--- config.mk ---
export PLATFORM = sky130hd
export DESIGN_NAME = marb_client_sched
export DESIGN_NICKNAME = d
export VERILOG_FILES = /design/src/rtl/marb_pkg.sv /design/src/rtl/marb_winner_sel.sv /design/src/rtl/marb_client_sched.sv
export SDC_FILE = /design/constraint.sdc
export NUM_CORES = 1
export LEC_CHECK = 0
export ABC_AREA = 1
export ABC_CLOCK_PERIOD_IN_PS = 7600
export CORE_AREA = 2 2 128 130
export CTS_CLUSTER_SIZE = 10
export DETAILED_ROUTE_END_ITERATION = 7
export DIE_AREA = 0 0 130 132
export SKIP_CTS_REPAIR_TIMING = 1
export SLEW_MARGIN = 20
export SYNTH_ARGS = -nofsm -noshare
export SYNTH_HDL_FRONTEND = slang
export SYNTH_HIERARCHICAL = 1
export SYNTH_SLANG_ARGS = --single-unit
--- constraint.sdc ---
create_clock -name clk -period 7.6 [get_ports clk]
set_clock_uncertainty 0.2 [all_clocks]
set_input_delay 2.28 -clock clk [delete_from_list [all_inputs] [get_ports clk]]
set_output_delay 2.28 -clock clk [all_outputs]
set_load 0.01 [all_outputs]
--- src/rtl/marb_pkg.sv ---
// rtl/marb_pkg.sv - shared types for the memory arbiter client scheduler
package marb_pkg;

    typedef enum logic [1:0] {
        STATIC = 2'b00,
        RR     = 2'b01,
        DPRIO  = 2'b10
    } arb_mode_t;

    // Bit 0 enable, bits [2:1] arbitration mode; the upper bits are reserved.
    typedef struct packed {
        logic [28:0] rsvd;
        arb_mode_t   mode;
        logic        en;
    } ctrl_reg_t;

    typedef enum logic {
        IDLE  = 1'b0,
        GRANT = 1'b1
    } sched_state_t;

    typedef logic [7:0] dprio_reg_t;

endpackage

--- src/rtl/marb_winner_sel.sv ---
// rtl/marb_winner_sel.sv - combinational pick of the next client to grant
module marb_winner_sel
    import marb_pkg::*;
#(
    parameter int N_P     = 3,
    parameter int IDX_W_P = 2
) (
    input  logic [N_P-1:0]     req_i,
    input  arb_mode_t          mode_i,
    input  logic [IDX_W_P-1:0] rr_ptr_i,
    input  logic [N_P*8-1:0]   dprio_i,
    output logic [IDX_W_P-1:0] win_idx_o,
    output logic               win_vld_o
);

    always_comb begin
        int         idx;
        logic       found;
        dprio_reg_t best;
        idx       = 0;
        found     = 1'b0;
        best      = '0;
        win_idx_o = '0;
        case (mode_i)
            RR: begin
                for (int k = 0; k < N_P; k++) begin
                    idx = (int'(rr_ptr_i) + k) % N_P;
                    if (!found && req_i[idx]) begin
                        found     = 1'b1;
                        win_idx_o = IDX_W_P'(idx);
                    end
                end
            end
            DPRIO: begin
                // Strict greater-than keeps the lowest index on ties.
                for (int i = 0; i < N_P; i++) begin
                    if (req_i[i] && (!found || dprio_i[8*i +: 8] > best)) begin
                        found     = 1'b1;
                        best      = dprio_i[8*i +: 8];
                        win_idx_o = IDX_W_P'(i);
                    end
                end
            end
            default: begin
                for (int i = N_P - 1; i >= 0; i--) begin
                    if (req_i[i]) win_idx_o = IDX_W_P'(i);
                end
            end
        endcase
    end

    assign win_vld_o = |req_i;

endmodule

--- src/rtl/marb_client_sched.sv ---
// rtl/marb_client_sched.sv - memory port scheduler for N clients; MARB_AGING_EN adds starvation override
module marb_client_sched
    import marb_pkg::*;
#(
    parameter int MEM_ARB_CLIENTS_P = 3,
    parameter int ADDR_W_P          = 32,
    parameter int DATA_W_P          = 32,
    parameter int AGE_MAX_P         = 15
) (
    input  logic                                  clk,
    input  logic                                  rst,
    input  logic [31:0]                           ctrl,
    input  logic [MEM_ARB_CLIENTS_P*8-1:0]        dprio,
    input  logic [MEM_ARB_CLIENTS_P-1:0]          dprio_wstrb,
    input  logic [MEM_ARB_CLIENTS_P-1:0]          c_valid,
    output logic [MEM_ARB_CLIENTS_P-1:0]          c_ready,
    input  logic [MEM_ARB_CLIENTS_P*ADDR_W_P-1:0] c_addr,
    input  logic [MEM_ARB_CLIENTS_P*DATA_W_P-1:0] c_wdata,
    input  logic [MEM_ARB_CLIENTS_P-1:0]          c_we,
    output logic                                  m_valid,
    input  logic                                  m_ready,
    output logic [ADDR_W_P-1:0]                   m_addr,
    output logic [DATA_W_P-1:0]                   m_wdata,
    output logic                                  m_we,
    output logic [$clog2(MEM_ARB_CLIENTS_P)-1:0]  m_client,
    output logic                                  busy
);

    localparam int N     = MEM_ARB_CLIENTS_P;
    localparam int IDX_W = $clog2(MEM_ARB_CLIENTS_P);

    ctrl_reg_t        ctrl_s;
    sched_state_t     state_q;
    logic [IDX_W-1:0] gnt_idx_q;
    logic [IDX_W-1:0] rr_ptr_q;
    logic [N*8-1:0]   dprio_q;
    logic [IDX_W-1:0] win_idx;
    logic [IDX_W-1:0] sel_idx;
    logic             win_vld;
    logic             take;

    assign ctrl_s = ctrl_reg_t'(ctrl);

    marb_winner_sel #(
        .N_P     (N),
        .IDX_W_P (IDX_W)
    ) u_winner_sel (
        .req_i     (c_valid),
        .mode_i    (ctrl_s.mode),
        .rr_ptr_i  (rr_ptr_q),
        .dprio_i   (dprio_q),
        .win_idx_o (win_idx),
        .win_vld_o (win_vld)
    );

`ifdef MARB_AGING_EN
    localparam int AGE_W = $clog2(AGE_MAX_P + 1);

    logic [AGE_W-1:0] age_q [N];
    logic [N-1:0]     aged;
    logic [IDX_W-1:0] aged_idx;
    logic             unused_ctrl;

    assign unused_ctrl = ^ctrl_s.rsvd;

    always_comb begin
        aged_idx = '0;
        for (int i = N - 1; i >= 0; i--) begin
            aged[i] = c_valid[i] && (age_q[i] == AGE_W'(AGE_MAX_P));
            if (aged[i]) aged_idx = IDX_W'(i);
        end
    end

    // A starved client overrides whatever the mode would have picked.
    assign sel_idx = (|aged) ? aged_idx : win_idx;

    always_ff @(posedge clk or posedge rst) begin
        if (rst) begin
            for (int i = 0; i < N; i++) age_q[i] <= '0;
        end else begin
            for (int i = 0; i < N; i++) begin
                if (!c_valid[i] ||
                    (state_q == GRANT && int'(gnt_idx_q) == i) ||
                    (take && int'(sel_idx) == i)) begin
                    age_q[i] <= '0;
                end else if (age_q[i] != AGE_W'(AGE_MAX_P)) begin
                    age_q[i] <= age_q[i] + 1'b1;
                end
            end
        end
    end
`else
    logic unused_ctrl;

    assign unused_ctrl = ^{ctrl_s.rsvd, AGE_MAX_P[0]};
    assign sel_idx     = win_idx;
`endif

    assign take = (state_q == IDLE) && ctrl_s.en && win_vld;

    always_ff @(posedge clk or posedge rst) begin
        if (rst) begin
            state_q   <= IDLE;
            gnt_idx_q <= '0;
            rr_ptr_q  <= '0;
        end else begin
            case (state_q)
                IDLE: begin
                    if (take) begin
                        state_q   <= GRANT;
                        gnt_idx_q <= sel_idx;
                    end
                end
                GRANT: begin
                    if (m_ready) begin
                        state_q  <= IDLE;
                        rr_ptr_q <= (int'(gnt_idx_q) == N - 1) ? '0 : gnt_idx_q + 1'b1;
                    end
                end
                default: state_q <= IDLE;
            endcase
        end
    end

    always_ff @(posedge clk or posedge rst) begin
        if (rst) begin
            dprio_q <= '0;
        end else begin
            for (int i = 0; i < N; i++) begin
                if (dprio_wstrb[i]) dprio_q[8*i +: 8] <= dprio[8*i +: 8];
            end
        end
    end

    assign busy     = (state_q == GRANT);
    assign m_valid  = busy;
    assign m_client = gnt_idx_q;

    always_comb begin
        m_addr  = '0;
        m_wdata = '0;
        m_we    = 1'b0;
        c_ready = '0;
        if (busy) begin
            m_addr             = c_addr[int'(gnt_idx_q)*ADDR_W_P +: ADDR_W_P];
            m_wdata            = c_wdata[int'(gnt_idx_q)*DATA_W_P +: DATA_W_P];
            m_we               = c_we[gnt_idx_q];
            c_ready[gnt_idx_q] = m_ready;
        end
    end

endmodule

==> out/results.md, run 1 <==
Route
• **DR WL/cell** 15.95 µm
• **DR vias/cell** 4.605
• **total vias in the final route** 5,309
• **post-detailed-route DRC marker count** 0
• **Antenna Nets Post-Route** 0
• **Total Wirelength** 18.39 mm
• **initial DRC count** 270
• **number of iterations in the first detailed-routing pass** 6

Clock network
• **number of buffers between clock root and the deepest sink** 2
• **total clock buffers created by CTS** 5
• **clock tree root driver cell** clkbuf_16
• **clock net sink count** 29
• **clock tree from TritonCTS** yes
• **Clock transition at path regs** 50 ps
• **clock latency on the worst-skew pair** 270 ps
• **H-tree depth reported by CTS** 2

Power
• **Peak VDD IR** 0.0001680 V
• **LEAKAGE** 3.464 nW
• **power density relative to cell area** 182.1 mW/mm²

Timing
• **final hold violation count** 0
• **Max Transition Viols Final** 0
• **setup violators final** 0
• **fraction of the cycle the final worst path needs** 0.8210
• **transition time at the pin with the least slew margin** 904.8 ps
• **post-layout minimum cycle time** 6240 ps
• **peak clock frequency supported by timing** 160.3 MHz
• **Total Neg Setup Slack** 0 ps
• **unrepaired setup endpoints after global routing** false
• **worst max-slew margin expressed relative to the limit** 0.3968

Synthesis
• **Post-Synthesis Net Count** 946
• **mean post-synth cell area** 5.813 µm²
• **netlist area before placement** 0.003871 mm²
• **Synth Warn #** 6
• **async set-or-reset flop fraction in the synthesized netlist** 1.000
• **count of state elements after synthesis** 29
• **Distinct cells, synth** 18
• **number of instances in the synthesized netlist** 666
• **post-synthesis sequential area ratio** 0.1875
• **main area contributors after synthesis** nand3_1 (28%), dfrtp_1 (19%), nand2_1 (19%)
• **count of flip-flops with a built-in enable after synthesis** 0
• **fraction of post-synthesis cell area in the top cell type by area** 0.2780
• **cell accounting for the most synthesized area** nand3_1
• **most used flip-flop cell after synthesis** dfrtp_1

Floorplanning
• **core footprint** 0.01571 mm²
• **number of placement rows** 46
• **die footprint** 0.01716 mm²
• **Ports** 332
• **width of the chip** 130 µm
• **effective utilization at floorplan** 0.2464
• **floorplan die height** 132 µm

Global route
• **largest net degree at the start of global routing** 70
• **global-route usage over all layers** 0.2008
• **number of global-route vias before repair** 4,777
• **global route overflow** 0
• **initial antenna violation count** 1
• **wire length of the first global-routing pass** 27.14 mm

Finish
• **post-layout util** 0.4532
• **number of nets in the finished design** 1,215
• **fraction of final layout cells with drive strength greater than 1** 0.05128
• **Layout fillers** 1,656
• **synth-to-layout area growth** 83.94%

Place
• **weighted congestion at the end of routability-driven global placement** 0.9037
• **Port Buffer Count** 302
• **HPWL after DPL** 13.89 mm

Critical path
• **arrival time of the worst setup path** 3760 ps
• **class of the most critical setup path** input pin to output port
• **type of element capturing the critical path** output port
• **nature of the critical path startpoint** input pin
• **CP max FO** 6
• **critical path data required time** 5120 ps

Outcome
• **outcome** finished clean

Hold path
• **Hold Crit Class** flip-flop to flip-flop

Run
• **max-capacitance violation count** 0

-- stage by stage --
stage	hold slack (ps)	cells	power (W)	instance area, µm²	setup slack, ps
finish	305.1	1153	0.001297	7121	1360
global route	329.8	1153	0.001407	7121	1258
CTS	309.2	1152	0.001314	7118	1322
detailed placement	299.7	1144	0.001115	6972	1343
global placement	292.5	1144	0.001114	6972	1333
floorplan	277.0	666	0.0007243	3871	2461
-- registers in the layout, summed over array words and instances, names as in the netlist --
register,count
dprio_q,24
m_client,2
rr_ptr_q,2
busy,1
-- critical path, cell delays in order --
cell,delay [ps]
clkdlybuf4s50_1,510
nand2_1,150
inv_1,100
nand2_1,60
inv_1,110
clkdlybuf4s50_1,550
-- layout by cell type (no fill, tap or decap) --
| cell | synthesis | routed |
|---|---|---|
| dfrtp_1 | 29 | 26 |
| buf_4 | 15 | 8 |
| inv_1 | 89 | 89 |
| nor2_4 | 0 | 1 |
| ha_1 | 20 | 20 |
| mux2_2 | 24 | 24 |
| a21oi_1 | 12 | 12 |
| a21oi_4 | 1 | 1 |
| clkbuf_8 | 0 | 1 |
| a21o_1 | 2 | 2 |
| nor3_1 | 1 | 1 |
| clkbuf_16 | 0 | 5 |
| nand2_1 | 191 | 191 |
| inv_2 | 5 | 5 |
| dfrtp_2 | 0 | 3 |
| clkbuf_1 | 12 | 2 |
| clkdlybuf4s50_1 | 0 | 302 |
| nand3_1 | 215 | 215 |
| diode_2 | 0 | 1 |
| o21ai_0 | 8 | 8 |
| nor2_1 | 20 | 20 |
-- Yosys cell counts, types with 2 or more instances --
| library cell | instances |
|---|---|
| a21o_1 | 2 |
| a21oi_1 | 12 |
| buf_2 | 20 |
| buf_4 | 15 |
| clkbuf_1 | 12 |
| dfrtp_1 | 29 |
| ha_1 | 20 |
| inv_1 | 89 |
| inv_2 | 5 |
| mux2_2 | 24 |
| nand2_1 | 191 |
| nand3_1 | 215 |
| nor2_1 | 20 |
| o21ai_0 | 8 |
-- cell families (layout without fill, tap and decap cells) --
logic type,count (synthesis),count (layout),synth area share
other,0,1,0
AO/OA/AOI/OAI,23,23,0.03394
multiplexers,24,24,0.06981
buffers and inverters,142,412,0.1587
flip-flops,29,29,0.1875
AND/OR/NAND/NOR,428,428,0.4855
adder cells (fa/ha/maj),20,20,0.06464
-- layout make-up --
cell class                      instances  area, µm²  share of cell area
Multi-Input combinational cell        495       2536              0.3562
Antenna cell                            1      2.502           0.0003514
Timing Repair Buffer                  310       3083              0.4330
Sequential cell                        29      729.5              0.1024
Clock buffer                            8      146.4             0.02056
Inverter                               94      352.8             0.04955
Tap cell                              216      270.3             0.03795
-- worst paths after layout --
kind                                        startpoint                       to  slack [ps]  cells after the start
worst max register to register  dprio_q[7]$_DFFE_PP0P_  m_client[0]$_DFFE_PP0P_        4340                     21
worst min register to register  dprio_q[1]$_DFFE_PP0P_   dprio_q[1]$_DFFE_PP0P_         310                      1
min in group asynchronous                          rst   dprio_q[0]$_DFFE_PP0P_        2180                      3
max in group asynchronous                          rst  m_client[0]$_DFFE_PP0P_        4720                      3
worst min-delay path            dprio_q[1]$_DFFE_PP0P_   dprio_q[1]$_DFFE_PP0P_         310                      1
worst max-delay path                           m_ready               c_ready[0]        1360                      6
-- layer usage --
metal | vias to the layer above | GRT usage | share of wire
met5 | - | 0 | 0
met4 | 0 | 0.04958 | 0.024
met3 | 19 | 0.04627 | 0.082
met2 | 206 | 0.3444 | 0.47
met1 | 2399 | 0.2524 | 0.42
li1 | 2685 | - | -
-- power breakdown --
| group | total (W) | switching (W) | internal [W] |
|---|---|---|---|
| clock | 0.000192 | 0.0000620 | 0.000130 |
| combinational | 0.000907 | 0.000498 | 0.000409 |
| sequential | 0.000198 | 0.0000216 | 0.000176 |
Note: power is estimated with default switching activity, not from simulation.
==> inputs of run 2 (changes only) <==
--- a/config.mk
+++ b/config.mk
@@ -6,7 +6,7 @@
 export NUM_CORES = 1
 export LEC_CHECK = 0
 export ABC_AREA = 1
-export ABC_CLOCK_PERIOD_IN_PS = 7600
+export ABC_CLOCK_PERIOD_IN_PS = 6350
 export CORE_AREA = 2 2 128 130
 export CTS_CLUSTER_SIZE = 10
 export DETAILED_ROUTE_END_ITERATION = 7
==> constraint.sdc (replaced) <==
create_clock -name clk -period 6.35 [get_ports clk]
set_clock_uncertainty 0.2 [all_clocks]
set_input_delay 1.905 -clock clk [delete_from_list [all_inputs] [get_ports clk]]
set_output_delay 1.905 -clock clk [all_outputs]
set_load 0.01 [all_outputs]
==> out/results.md, run 2 (synthesis results as in run 1) <==
Route
• **DR WL/cell** 15.75 µm, -1.3%
• **Total Wirelength** 18.16 mm, -1.3%
• **initial DRC count** 344, +27%
• **number of iterations in the first detailed-routing pass** 4, -2
• **Antenna Nets Post-Route** 0, unchanged
• **DR vias/cell** 4.571, -0.73%
• **total vias in the final route** 5,270, -0.73%
• **post-detailed-route DRC marker count** 0, unchanged

Global route
• **initial antenna violation count** 1, unchanged
• **number of global-route vias before repair** 4,873, +2.0%
• **wire length of the first global-routing pass** 27.21 mm, +0.23%
• **largest net degree at the start of global routing** 70, unchanged
• **global-route usage over all layers** 0.2000, -0.0007200
• **global route overflow** 0, unchanged

Power
• **internal power** 0.0008448 W, +18%
• **clock network power share** 0.144, -0.004
• **switching fraction of total power** 0.4516, +0.003062
• **fraction of power consumed by combinational cells** 0.701, about the same
• **share of power burned in registers** 0.155, +0.003
• **power density relative to cell area** 216.6 mW/mm², +19%
• **Peak VDD IR** 0.0002058 V, +23%
• **LEAKAGE** 3.463 nW, about the same
• **Net Switching** 0.0006958 W, +20%

Timing
• **setup violators final** 0, unchanged
• **fraction of the cycle the final worst path needs** 0.8645
• **peak clock frequency supported by timing** 182.2 MHz
• **post-layout minimum cycle time** 5490 ps
• **transition time at the pin with the least slew margin** 843.9 ps, -60.89 ps
• **hold slack final** 302.6 ps, -2.510 ps
• **Max Transition Viols Final** 0, unchanged
• **worst max-slew margin expressed relative to the limit** 0.4374, +0.04060
• **final hold violation count** 0, unchanged
• **unrepaired setup endpoints after global routing** false
• **Total Neg Setup Slack** 0 ps, unchanged

Clock network
• **clock net sink count** 29, unchanged
• **clock tree from TritonCTS** yes
• **total clock buffers created by CTS** 5, unchanged
• **number of buffers between clock root and the deepest sink** 2, unchanged
• **clock tree root driver cell** clkbuf_16
• **H-tree depth reported by CTS** 2, unchanged
• **Clock transition at path regs** 50 ps, about the same
• **clock latency on the worst-skew pair** 270 ps, about the same

Place
• **weighted congestion at the end of routability-driven global placement** 0.8977, -0.66%
• **HPWL after DPL** 13.97 mm, +0.55%
• **Port Buffer Count** 302, unchanged

Floorplanning
• **die footprint** 0.01716 mm², unchanged
• **core footprint** 0.01571 mm², unchanged
• **number of placement rows** 46, unchanged
• **Ports** 332, unchanged
• **floorplan die height** 132 µm, unchanged
• **width of the chip** 130 µm, unchanged
• **effective utilization at floorplan** 0.2464, unchanged

Critical path
• **number of cells on the worst reg-to-reg path** 21, unchanged
• **type of element capturing the critical path** output port
• **nature of the critical path startpoint** input pin
• **FF-to-FF Start** dprio_q[7]$_DFFE_PP0P_
• **critical path data required time** 4240 ps, -880 ps
• **CP max FO** 6, unchanged
• **class of the most critical setup path** input pin to output port
• **worst setup path start** m_ready
• **arrival time of the worst setup path** 3380 ps, -380 ps

Finish
• **Layout fillers** 1,688, +1.9%
• **fraction of final layout cells with drive strength greater than 1** 0.05342, +0.002137
• **synth-to-layout area growth** 83.74%
• **area taken by flip-flops and latches** 729.5 µm², unchanged
• **max reg flops** 24, unchanged
• **highest-count cells in the layout ignoring fill and taps** clkdlybuf4s50_1 (302), nand3_1 (215), nand2_1 (191)
• **leading cell type in the layout, fill and taps excluded** clkdlybuf4s50_1
• **number of nets in the finished design** 1,215, unchanged
• **post-layout util** 0.4527, -0.0004780
• **most flop-heavy register** dprio_q
• **multi-input gate area in the final layout** 0.002536 mm², unchanged

Hold path
• **worst min-delay path startpoint** dprio_q[16]$_DFFE_PP0P_
• **number of instances on the worst hold path** 1, unchanged
• **Hold Crit Class** flip-flop to flip-flop

Run
• **max-capacitance violation count** 0, unchanged

Outcome
• **outcome** finished clean

-- run 2: cell count changes in the layout (fill, tap and decap cells not counted), sizes merged --
cell    before  now
clkinv       0    2
clkbuf       8    6
-- run 2: layout make-up --
| type | instances | area share |
|---|---|---|
| Timing Repair Buffer | 310 | 0.4334 |
| Clock inverter | 2 | 0.001407 |
| Tap cell | 216 | 0.03799 |
| Sequential cell | 29 | 0.1026 |
| Antenna cell | 1 | 0.0003518 |
| Clock buffer | 6 | 0.01812 |
| Inverter | 94 | 0.04960 |
| Multi-Input combinational cell | 495 | 0.3566 |
-- run 2: worst paths after layout --
kind | slack (ps) | to
worst max register to register | 3160 | m_client[0]$_DFFE_PP0P_
worst min-delay path | 300 | dprio_q[16]$_DFFE_PP0P_
worst max-delay path | 860 | c_ready[0]
min in group asynchronous | 1830 | dprio_q[12]$_DFFE_PP0P_
worst min register to register | 300 | dprio_q[16]$_DFFE_PP0P_
max in group asynchronous | 3690 | busy$_DFF_PP0_
-- run 2: worst max-delay path, stage by stage --
cell             delay (ps)
clkdlybuf4s50_1         500
nand2_1                 140
inv_1                   110
nand2_1                  70
inv_1                   110
clkdlybuf4s50_1         550
-- run 2: per-layer routing --
metal / track usage / vias up / wire length, µm
li1: - / 2679 / -
met1: 0.2502 / 2366 / 7593
met2: 0.3560 / 210 / 8860
met3: 0.04464 / 15 / 1486
met4: 0.02808 / 0 / 214
met5: 0 / - / 0
-- run 2: power by group through the flow --
stage | Clock (W) | Sequential, W | Combinational, W
final | 0.000222 | 0.000239 | 0.00108
after global routing | 0.000235 | 0.000244 | 0.00119
after CTS | 0.000226 | 0.000240 | 0.00109
after detailed placement | 0 | 0.000243 | 0.00109
after global placement | 0 | 0.000242 | 0.00109
after floorplan | 0 | 0.000229 | 0.000638
-- run 2: stage by stage --
step                      setup WS [ps]  area (µm²)  cells  total power [W]
after global placement            759.2        6972   1144         0.001333
after CTS                         841.5        7111   1152         0.001560
final                             860.3        7113   1153         0.001541
after floorplan                    1832        3871    666        0.0008669
after detailed placement          706.4        6972   1144         0.001333
after global routing              586.2        7113   1153         0.001672
==> inputs of run 3 (changes only) <==
--- a/config.mk
+++ b/config.mk
@@ -7,10 +7,12 @@
 export LEC_CHECK = 0
 export ABC_AREA = 1
 export ABC_CLOCK_PERIOD_IN_PS = 6350
-export CORE_AREA = 2 2 128 130
+export CORE_MARGIN = 4
+export CORE_UTILIZATION = 25
 export CTS_CLUSTER_SIZE = 10
 export DETAILED_ROUTE_END_ITERATION = 7
-export DIE_AREA = 0 0 130 132
+export GPL_TIMING_DRIVEN = 0
+export PLACE_DENSITY = 0.66
 export SKIP_CTS_REPAIR_TIMING = 1
 export SLEW_MARGIN = 20
 export SYNTH_ARGS = -nofsm -noshare
==> out/results.md, run 3 (synthesis results as in run 1) <==
Clock network
• **Clock transition at path regs** 50 ps, about the same
• **clock latency on the worst-skew pair** 270 ps, about the same
• **number of buffers between clock root and the deepest sink** 2, unchanged
• **clock tree root driver cell** clkbuf_16
• **clock tree from TritonCTS** yes
• **H-tree depth reported by CTS** 2, unchanged
• **clock net sink count** 29, unchanged
• **total clock buffers created by CTS** 5, unchanged

Timing
• **Total Neg Setup Slack** 0 ps, unchanged
• **final hold violation count** 0, unchanged
• **peak clock frequency supported by timing** 182.8 MHz, +0.34%
• **setup violators final** 0, unchanged
• **worst max-slew margin expressed relative to the limit** 0.5813, +0.1439
• **fraction of the cycle the final worst path needs** 0.8616, -0.002890
• **post-layout minimum cycle time** 5471 ps, -18.35 ps
• **transition time at the pin with the least slew margin** 627.2 ps, -216.7 ps
• **unrepaired setup endpoints after global routing** false
• **slack of the critical path** 878.6 ps, +18.35 ps
• **Max Transition Viols Final** 0, unchanged

Global route
• **initial antenna violation count** 0, -1
• **number of global-route vias before repair** 5,057, +3.8%
• **global-route usage over all layers** 0.2104, +0.01041
• **global route overflow** 0, unchanged
• **largest net degree at the start of global routing** 30, -57%
• **wire length of the first global-routing pass** 29.51 mm, +8.5%

Critical path
• **type of element capturing the critical path** output port
• **worst setup path start** c_we[1]
• **CP max FO** 1, -5
• **number of cells on the worst reg-to-reg path** 21, unchanged
• **FF-to-FF Start** dprio_q[7]$_DFFE_PP0P_
• **cell chain of the critical path** clkdlybuf4s50_1 -> nand3_1 -> nand3_1 -> nand2_1 -> inv_1 -> clkdlybuf4s50_1
• **standard cell with the maximum stage delay on the critical path** clkdlybuf4s50_1
• **nature of the critical path startpoint** input pin
• **critical path data required time** 4240 ps, about the same
• **crit-path max cell delay** 570 ps, +20 ps
• **class of the most critical setup path** input pin to output port
• **arrival time of the worst setup path** 3370 ps, about the same

Run
• **max-capacitance violation count** 0, unchanged

Power
• **LEAKAGE** 3.600 nW, +4.0%
• **Peak VDD IR** 0.0001547 V, -25%
• **power density relative to cell area** 228.7 mW/mm², +5.6%

Outcome
• **outcome** finished clean

Finish
• **number of nets in the finished design** 1,252, +3.0%
• **leading cell type in the layout, fill and taps excluded** clkdlybuf4s50_1
• **most flop-heavy register** dprio_q
• **max reg flops** 24, unchanged
• **Ant. Diodes** 0, -1
• **highest-count cells in the layout ignoring fill and taps** clkdlybuf4s50_1 (299), nand3_1 (215), nand2_1 (191)
• **synth-to-layout area growth** 87.85%
• **fraction of final layout cells with drive strength greater than 1** 0.07605, +0.02263

Floorplanning
• **width of the chip** 132.4 µm, +1.9%
• **core footprint** 0.01520 mm², -3.2%
• **number of placement rows** 45, -2.2%
• **Ports** 332, unchanged
• **die footprint** 0.01754 mm², +2.2%
• **floorplan die height** 132.4 µm, +0.33%
• **effective utilization at floorplan** 0.2547, +0.008273

Hold path
• **worst min-delay path startpoint** dprio_q[2]$_DFFE_PP0P_
• **Hold Crit Class** flip-flop to flip-flop
• **number of instances on the worst hold path** 1, unchanged

Route
• **initial DRC count** 374, +8.7%
• **post-detailed-route DRC marker count** 0, unchanged
• **DR WL/cell** 17.16 µm, +8.9%
• **total vias in the final route** 5,482, +4.0%
• **Antenna Nets Post-Route** 0, unchanged
• **Total Wirelength** 19.92 mm, +9.7%
• **number of iterations in the first detailed-routing pass** 6, +2
• **DR vias/cell** 4.722, +3.3%

Place
• **HPWL after DPL** 16.41 mm, +17%
• **weighted congestion at the end of routability-driven global placement** 0.9750, +8.6%
• **pre-CTS setup slack** 830.9 ps, +124.5 ps
• **Port Buffer Count** 299, -0.99%

run 3: changes by cell type in the layout (fill, tap and decap cells not counted), sizes merged:
cell	before	now
diode	1	0
clkinv	2	0
clkdlybuf4s50	302	299
buf	8	36
clkbuf	6	19
bufinv	0	1
run 3: power breakdown:
part	internal, W	switching [W]
combinational	0.000533	0.000625
clock	0.000196	0.0000779
sequential	0.000210	0.0000219
run 3: layout make-up:
type	count	area, µm²
clock buffer	7	142.6
fill	1576	7930
tap	188	235.2
clock inverter	1	30.03
multi-input combinational	495	2531
buffer	48	261.5
sequential	29	725.7
inverter	94	352.8
timing repair buffer	299	2993
run 3: routing by layer:
layer	track usage	wire (µm)	up-vias
met5	0	0	-
met2	0.3579	9385	236
met1	0.2777	8586	2463
met3	0.04068	1501	24
li1	-	-	2759
met4	0.04503	444	0
run 3: worst max-delay path, delay by kind of cell:
kind | cells | cell delay, ps
and+or+nand+nor | 3 | 300
buffers and inverters | 3 | 1140
run 3: worst paths after layout:
path | to | slack (ps)
worst min register to register | dprio_q[2]$_DFFE_PP0P_ | 310
worst max-delay path | m_we | 880
worst max register to register | m_client[0]$_DFFE_PP0P_ | 3180
worst min-delay path | dprio_q[2]$_DFFE_PP0P_ | 310
max in group asynchronous | dprio_q[10]$_DFFE_PP0P_ | 3700
min in group asynchronous | rr_ptr_q[0]$_DFFE_PP0P_ | 1840
run 3: through the flow:
step	area (µm²)	util	hold slack (ps)	std cells	total power, W
global route	7272	0.4784	327.6	1161	0.001800
finish	7272	0.4784	306.3	1161	0.001663
global placement	7099	0.4670	290.9	1153	0.001390
CTS	7272	0.4784	307.8	1161	0.001676
floorplan	3871	-	277.0	666	0.0008669
detailed placement	7099	0.4670	295.8	1153	0.001394
